--- config.mk ---
export PLATFORM = sky130hd
export DESIGN_NAME = fetch_unit
export DESIGN_NICKNAME = d
export VERILOG_FILES = /design/src/rtl/fetch_pkg.sv /design/src/rtl/fetch_fifo.sv /design/src/rtl/fetch_unit.sv
export SDC_FILE = /design/constraint.sdc
export NUM_CORES = 1
export LEC_CHECK = 0
export ABC_AREA = 1
export CAP_MARGIN = 40
export CORE_UTILIZATION = 45
export DETAILED_ROUTE_END_ITERATION = 7
export PLACE_DENSITY = 0.71
export SLEW_MARGIN = 20
export SYNTH_ARGS = -nofsm -noshare
export SYNTH_HDL_FRONTEND = slang
export SYNTH_SLANG_ARGS = --single-unit
export TNS_END_PERCENT = 10
--- constraint.sdc ---
create_clock -name clock -period 5.93 [get_ports clock]
set_input_delay 1.186 -clock clock [delete_from_list [all_inputs] [get_ports clock]]
set_output_delay 1.186 -clock clock [all_outputs]
set_load 0.1 [all_outputs]
--- src/rtl/fetch_pkg.sv ---
// fetch_pkg: shared widths, PC step and fetch-queue entry type for the fetch unit
package fetch_pkg;
  localparam int PC_W = 64;
  localparam int INSTR_W = 32;
  localparam logic [PC_W-1:0] PC_STEP = 64'd4;
  typedef struct packed {
    logic [PC_W-1:0] pc;
    logic [INSTR_W-1:0] instr;
  } fetch_entry_t;
  function automatic logic [PC_W-1:0] align_pc(input logic [PC_W-1:0] pc);
    return {pc[PC_W-1:2], 2'b00};
  endfunction
endpackage

--- src/rtl/fetch_fifo.sv ---
// fetch_fifo: synchronous FIFO of fetch entries with flush
// Ports: clock/reset (sync, active-high); flush empties the queue; push/push_data write the tail;
// pop consumes the head; head is the oldest entry; full/empty/count report occupancy.
// A pop and a push in the same cycle both succeed even when full.
module fetch_fifo
  import fetch_pkg::*;
#(
  parameter int DEPTH = 2,
  localparam int AW = $clog2(DEPTH)
) (
  input  logic         clock,
  input  logic         reset,
  input  logic         flush,
  input  logic         push,
  input  fetch_entry_t push_data,
  input  logic         pop,
  output fetch_entry_t head,
  output logic         full,
  output logic         empty,
  output logic [AW:0]  count
);
  fetch_entry_t mem [DEPTH];
  logic [AW-1:0] wp, rp;
  logic [AW:0] cnt;
  logic do_push, do_pop;
  assign do_pop = pop && !empty;
  assign do_push = push && (!full || do_pop);
  assign full = cnt == (AW+1)'(DEPTH);
  assign empty = cnt == '0;
  assign head = mem[rp];
  assign count = cnt;
  always_ff @(posedge clock) begin
    if (reset || flush) begin
      wp <= '0;
      rp <= '0;
      cnt <= '0;
    end else begin
      if (do_push) wp <= wp + AW'(1);
      if (do_pop) rp <= rp + AW'(1);
      cnt <= cnt + (AW+1)'(do_push) - (AW+1)'(do_pop);
    end
  end
  always_ff @(posedge clock)
    if (do_push && !flush) mem[wp] <= push_data;
endmodule

--- src/rtl/fetch_unit.sv ---
// fetch_unit: instruction fetch front end with credit-limited requests, in-order tag queue and fetch queue
// Ports: clock/reset (sync, active-high); enable gates new requests; redirect_valid/redirect_pc retarget the PC;
// imem_req_* issue PC-addressed requests; imem_rsp_* return in-order instruction words;
// ifq_* present the oldest fetched {pc, instr} to decode; stall_count exists only with FETCH_STALL_CNT_EN.
// Credits count in-flight requests (live and to-be-dropped) plus queued entries, and treat a same-cycle
// pop as already freed so the queue streams without bubbles.
module fetch_unit
  import fetch_pkg::*;
#(
  parameter logic [PC_W-1:0] RESET_PC = 64'h0,
  parameter int DEPTH = 2
) (
  input  logic               clock,
  input  logic               reset,
  input  logic               enable,
  input  logic               redirect_valid,
  input  logic [PC_W-1:0]    redirect_pc,
  output logic               imem_req_valid,
  input  logic               imem_req_ready,
  output logic [PC_W-1:0]    imem_req_addr,
  input  logic               imem_rsp_valid,
  input  logic [INSTR_W-1:0] imem_rsp_data,
  output logic               ifq_valid,
  input  logic               ifq_ready,
  output logic [INSTR_W-1:0] ifq_instr,
  output logic [PC_W-1:0]    ifq_pc
`ifdef FETCH_STALL_CNT_EN
  , output logic [15:0]      stall_count
`endif
);
  localparam int AW = $clog2(DEPTH);
  localparam int CW = AW + 3;
  logic [PC_W-1:0] pc;
  logic pend;
  logic [AW:0] drop, tag_cnt, occ;
  logic [PC_W-1:0] tag_mem [DEPTH];
  logic [AW-1:0] tag_wp, tag_rp;
  logic pop, accept, keep_rsp, drop_rsp, credit_ok, full, empty;
  fetch_entry_t head;
  assign pop = ifq_valid && ifq_ready;
  assign credit_ok = CW'(tag_cnt) + CW'(drop) + CW'(occ) - CW'(pop) < CW'(DEPTH);
  // pend keeps an unaccepted request up even if enable drops or credits are re-evaluated
  assign imem_req_valid = !reset && !redirect_valid && (pend || (enable && credit_ok));
  assign imem_req_addr = pc;
  assign accept = imem_req_valid && imem_req_ready;
  // responses to requests issued before a redirect are swallowed until drop reaches zero
  assign drop_rsp = imem_rsp_valid && drop != '0;
  assign keep_rsp = imem_rsp_valid && drop == '0;
  assign ifq_valid = !empty;
  assign ifq_pc = head.pc;
  assign ifq_instr = head.instr;
  fetch_fifo #(.DEPTH(DEPTH)) u_ifq (
    .clock     (clock),
    .reset     (reset),
    .flush     (redirect_valid),
    .push      (keep_rsp && !redirect_valid),
    .push_data ('{pc: tag_mem[tag_rp], instr: imem_rsp_data}),
    .pop       (pop),
    .head      (head),
    .full      (full),
    .empty     (empty),
    .count     (occ)
  );
  always_ff @(posedge clock) begin
    if (reset) begin
      pc <= RESET_PC;
      pend <= 1'b0;
      drop <= '0;
      tag_wp <= '0;
      tag_rp <= '0;
      tag_cnt <= '0;
    end else if (redirect_valid) begin
      pc <= align_pc(redirect_pc);
      pend <= 1'b0;
      tag_wp <= '0;
      tag_rp <= '0;
      tag_cnt <= '0;
      drop <= drop + tag_cnt - (AW+1)'(imem_rsp_valid);
    end else begin
      if (accept) pc <= pc + PC_STEP;
      if (accept) tag_wp <= tag_wp + AW'(1);
      if (keep_rsp) tag_rp <= tag_rp + AW'(1);
      tag_cnt <= tag_cnt + (AW+1)'(accept) - (AW+1)'(keep_rsp);
      drop <= drop - (AW+1)'(drop_rsp);
      pend <= imem_req_valid && !imem_req_ready;
    end
  end
  always_ff @(posedge clock)
    if (accept) tag_mem[tag_wp] <= pc;
  // the credit rule makes a push into a full queue without a pop impossible
  assert property (@(posedge clock) disable iff (reset) !(full && keep_rsp && !redirect_valid && !pop));
`ifdef FETCH_STALL_CNT_EN
  always_ff @(posedge clock)
    if (reset) stall_count <= '0;
    else if (enable && !ifq_valid && stall_count != 16'hFFFF) stall_count <= stall_count + 16'd1;
`endif
endmodule

; ---- After elaboration in Yosys (flattened, before gate mapping)
; Memory sizes are Yosys's and may differ from the RTL's. A register that Yosys moved wholly into a read port is not among the register bits.
; Index checks and enable logic that the tools add are counted.
[word_totals]
ff_bits = 75
ram_bits = 320
input_bits = 103
elab_cells = 65
mem_count = 2
[op_classes]
add_sub_neg = 15
magnitude_cmp = 1
eq_ne = 1
muxes = 11
reduce_logical = 25
[mem_list]
columns = memory, words, width, rd, rd_clocked_by_memory_dff, write_ports, line_no
row1 = u_ifq.mem, 2, 96, 1, 1, 1, fetch_fifo.sv:22  ; fetch_entry_t mem [DEPTH];
row2 = tag_mem, 2, 64, 1, 1, 1, fetch_unit.sv:36  ; logic [PC_W-1:0] tag_mem [DEPTH];
[ops]
columns = op, n
row1 = $mux 64, 2
row2 = $add 64x3->64 const B, 1
row3 = $logic_and 1x1->1, 12
row4 = $mux 1, 8
row5 = $sub 2x1->2, 4
row6 = $logic_not 1->1, 5
row7 = $add 1x1->1 const B, 4
row8 = $add 2x1->2, 2
row9 = $add 3x2->4, 1
row10 = $logic_not 2->1, 2
row11 = $lt 4x2->1 const B, 1
row12 = $reduce_bool 2->1, 2
row13 = $sub 4x1->4, 1
row14 = $add 2x2->3, 1
row15 = $logic_or 1x1->1, 3
row16 = $add 2x2->2, 1
row17 = $eq 2x2->1 const B, 1
row18 = $mux 2, 1
row19 = $reduce_or 2->1, 1

; ---- Longest topological paths before layout
[logic_depth]
word_depth = 11
depth_mapped = 23

; ---- Modules after synthesis
; A second synthesis with hierarchy kept.
[hier_totals]
hier_cells = 1489
hier_area_um2 = 17279.1
[modules_own_cells]
columns = mod, n_inst, cells_per_inst, area_per_inst_um2, seq_area_each_um2
row1 = fetch_unit, 1, 1149, 9894.5, 5124.9
row2 = fetch_fifo, 1, 340, 7384.6, 5865.6

; ---- Worst setup path after synthesis
; Ideal clock, no wire load.
[synth_path]
path_type = input-to-reg
from = input port ifq_ready
to = memory tag_mem[0][10] (enable)
t_arrival_ns = 5.975
required_time_ns = 5.448
path_slack_ns = -0.527
cell_stages = 14
path_cell_list = nand2_1 -> inv_1 -> ha_1 -> fa_1 -> inv_1 -> ha_1 -> fa_1 -> nor3_1 -> nand2_1 -> nand2_1 -> nand3_1 -> buf_2 -> buf_2 -> nor2_1
[synth_between]
elab_chain_cells = 9
[synth_rtl]
columns = element, line_no
row1 = start: declaration, fetch_unit.sv:24  ; input logic ifq_ready,
row2 = $logic_and 1x1->1, fetch_unit.sv:40  ; assign pop = ifq_valid && ifq_ready;
row3 = $sub 4x1->4, fetch_unit.sv:41  ; assign credit_ok = CW'(tag_cnt) + CW'(drop) + CW'(occ) - CW'(pop) < CW'(DEPTH);
row4 = $lt 4x2->1, fetch_unit.sv:41
row5 = $logic_and 1x1->1, fetch_unit.sv:43  ; assign imem_req_valid = !reset && !redirect_valid && (pend || (enable && credit_ok));
row6 = $logic_or 1x1->1, fetch_unit.sv:43
row7 = $logic_and 1x1->1, fetch_unit.sv:43
row8 = $logic_and 1x1->1, fetch_unit.sv:45  ; assign accept = imem_req_valid && imem_req_ready;
row9 = $mux 1, fetch_unit.sv:89  ; if (accept) tag_mem[tag_wp] <= pc;
row10 = $mux 1 (not written as such), fetch_unit.sv:89
row11 = end: declaration, fetch_unit.sv:36
; Every way passes these cells.

; ---- Final worst setup path
[layout_path]
from = input port ifq_ready
to = output port imem_req_valid
[layout_between]
elab_chain_cells = 6
[layout_rtl]
columns = element, line_no
row1 = $logic_and 1x1->1, fetch_unit.sv:40
row2 = $sub 4x1->4, fetch_unit.sv:41
row3 = $lt 4x2->1, fetch_unit.sv:41
row4 = $logic_and 1x1->1, fetch_unit.sv:43
row5 = $logic_or 1x1->1, fetch_unit.sv:43
row6 = $logic_and 1x1->1, fetch_unit.sv:43
row7 = end: declaration, fetch_unit.sv:18  ; output logic imem_req_valid,
; Every way passes these cells.

==> run summary <==
sequential power share - 0.438
total CTS buffers - 42
I/O pins - 265
Critical Path End Type - output port
Sw Ratio - 0.280
Clock Path Buffers - 3
top cell type's share of synthesized area - 0.553
power share of the clock group - 0.361
slew at the pin closest to its max-slew limit - 0.786 ns
final setup vio count - 0
Min Hold Slack - 0.451 ns
largest area contributor in the netlist - edfxtp_1
H-tree depth - 2
CTS tree - built
Tot Pwr - 7.14 mW
clock skew - 0.0148 ns
starting density of the core - 0.461
CTS Root Cell - clkbuf_16
Worst EP arrival - 3.88 ns
drt first pass iters - 5
max frequency - 197 MHz
DR vias - 12500
layout cells sized above 1 - 0.227
Netlist cell types - 37
register area - 0.0109 mm²
switching power - 2.00 mW
chip height - 196 µm
pin count of the biggest net entering global routing - 70
RSZ-0062 raised after global routing - no
Residual DRC - 0
Die ar. - 0.0384 mm²
DR vias/cell - 5.15
Synth Instances - 1485
CP required - 4.74 ns
routed wire length - 47.0 mm
status - complete, no violations
Max Cap Viol - 0
sequential fraction of the synthesis area - 0.642
Layout Utilization - 0.661
cts repair resizes - 0
clk_lat worst skew - 0.54 ns
ANT nets after route - 0
PwrDens - 294 mW/mm²
Site Rows - 70
Multi-input gate area - 0.00539 mm²
commonest non-fill, non-tap cell in the layout - nand2_1
commonest non-fill, non-tap cells in the layout - nand2_1, edfxtp_1, clkdlybuf4s50_1, mux2_2, nor2_1
Peak VDD IR - 0.174 mV
final worst-path cycle share - 0.855
Startpoint Class - primary input
synthesis-stage register bit count - 387
clk sinks - 387
Hold Crit Class - reg -> reg
total track usage - 0.247
fin. max-slew vios - 0
Reg clk slew, reported paths - 0.06 ns
crit path max fanout - 5
number of setup buffers added after CTS - 0
Synth warnings - 0
R2R setup slack - 1.98 ns
vias in the first global route - 12600
final hold violations - 0
DR WL/cell - 19.4 µm
initial antenna violation count - 6
Max-slew headroom - 0.476
number of port buffers - 258
nets - 2033
Gate power share - 0.200
area of the mapped netlist - 0.0169 mm²
leakage power - 8.98 nW
grt total ovfl - 0
minimum clock period - 5.07 ns
first-pass GRT wire length - 72.3 mm
Synth Area per Inst - 11.4 µm²
Fillers - 2678
RePlAce Congestion - 0.920
dpl hpwl - 33.1 mm
Area contributors post-synth - edfxtp_1, mux2_2, dfxtp_1
die width - 196 µm
cts hold-fix bufs - 0
Crit Path Class - in -> out
Layout area overhead - 43.6%
Core ar. - 0.0368 mm²
P_int - 5.14 mW
DR iter-0 viols - 832
[metal layers]
| layer | up-vias | part of all wire | track usage |
|---|---|---|---|
| met1 | 6031 | 0.42 | 0.320 |
| met4 | 4 | 0.024 | 0.0741 |
| met5 | - | 0.00051 | 0 |
| met3 | 83 | 0.062 | 0.0456 |
| li1 | 5924 | - | - |
| met2 | 416 | 0.49 | 0.423 |
[worst max-delay path: stages]
cell and delay (ns):
clkdlybuf4s50_1 0.45, nand2_1 0.07, inv_1 0.16, ha_1 0.26, inv_1 0.05, ha_1 0.21
a21o_1 0.16, ha_1 0.18, fa_1 0.44, nor3_1 0.18, nand2_1 0.07, nand2_1 0.09
nand2_1 0.09, inv_1 0.11, buf_12 0.18
[registers in the layout (all words and copies together) (netlist names), named ones only]
name           flops
u_ifq.mem        188
tag_mem          124
imem_req_addr     62
drop               2
tag_cnt            2
u_ifq.count        2
pend               1
tag_rp             1
tag_wp             1
u_ifq.rp           1
u_ifq.wp           1
[path summary, 6_finish.rpt]
check | startpoint | to | cells after the start
worst max-delay path | ifq_ready | imem_req_valid | 15
worst min-delay path | u_ifq.rp | flip-flop | 1
worst min register to register | u_ifq.rp | flip-flop | 1
worst max register to register | u_ifq.count[1] | imem_req_addr[51] | 16
[Yosys cell counts]
master      n
a21boi_0    1
a21o_1      1
a21oi_1    59
a21oi_2     1
a31oi_1     1
buf_1       5
buf_2      20
buf_4       7
clkbuf_1   18
clkinv_1    1
conb_1      1
dfxtp_1    75
edfxtp_1  312
fa_1        2
ha_1       12
inv_1     126
inv_2       4
mux2_2    156
nand2_1   321
nand2_2     9
nand2_4     5
nand3_1    88
nand3_2     2
nand3b_1    1
nand4_1     5
nor2_1    160
nor2_2     11
nor2_4      3
nor2_8      2
nor3_1      7
o21ai_0    29
o21ai_1     2
o21bai_1   12
o21bai_2    1
or2_2       2
xnor2_1    11
xor2_1     12
[power groups by stage]
stage / clock network [mW] / logic, mW / registers (mW)
after global routing: 2.74 / 1.50 / 3.14
after CTS: 2.63 / 1.44 / 3.13
after floorplan: 0 / 0.663 / 3.34
after detailed placement: 0 / 1.44 / 3.19
final: 2.58 / 1.43 / 3.13
after global placement: 0 / 1.12 / 3.19
[metrics by stage]
step           TNS [ns]  std cells  area (µm²)  setup WS [ns]
2_1_floorplan   -117.79       1488       17000         -0.527
5_1_grt               0       2416       24300          0.711
4_1_cts               0       2415       24300          0.851
3_3_place_gp          0       2177       20000          0.887
6_report              0       2418       24300          0.859
3_5_place_dp          0       2340       23000          0.859
[final cells by class]
class,count,share of cell area
timing repair buffer,434,0.231
sequential,387,0.447
clock inverter,21,0.00838
inverter,131,0.0202
multi-input combinational,920,0.221
clock buffer,54,0.0472
antenna,3,0.000309
tap,468,0.0241
[cell families (layout without fill, tap and decap cells)]
kind of cell,Yosys count,after routing,share of synthesized area
compound gates,107,107,0.0343
flops,387,387,0.642
other cells,1,7,0.000221
mux,156,156,0.104
simple gates,616,616,0.154
xor+xnor,23,23,0.0119
fa+ha+maj,14,14,0.0112
buf+inv,181,640,0.0431
Power figures use the tool's default switching activity.
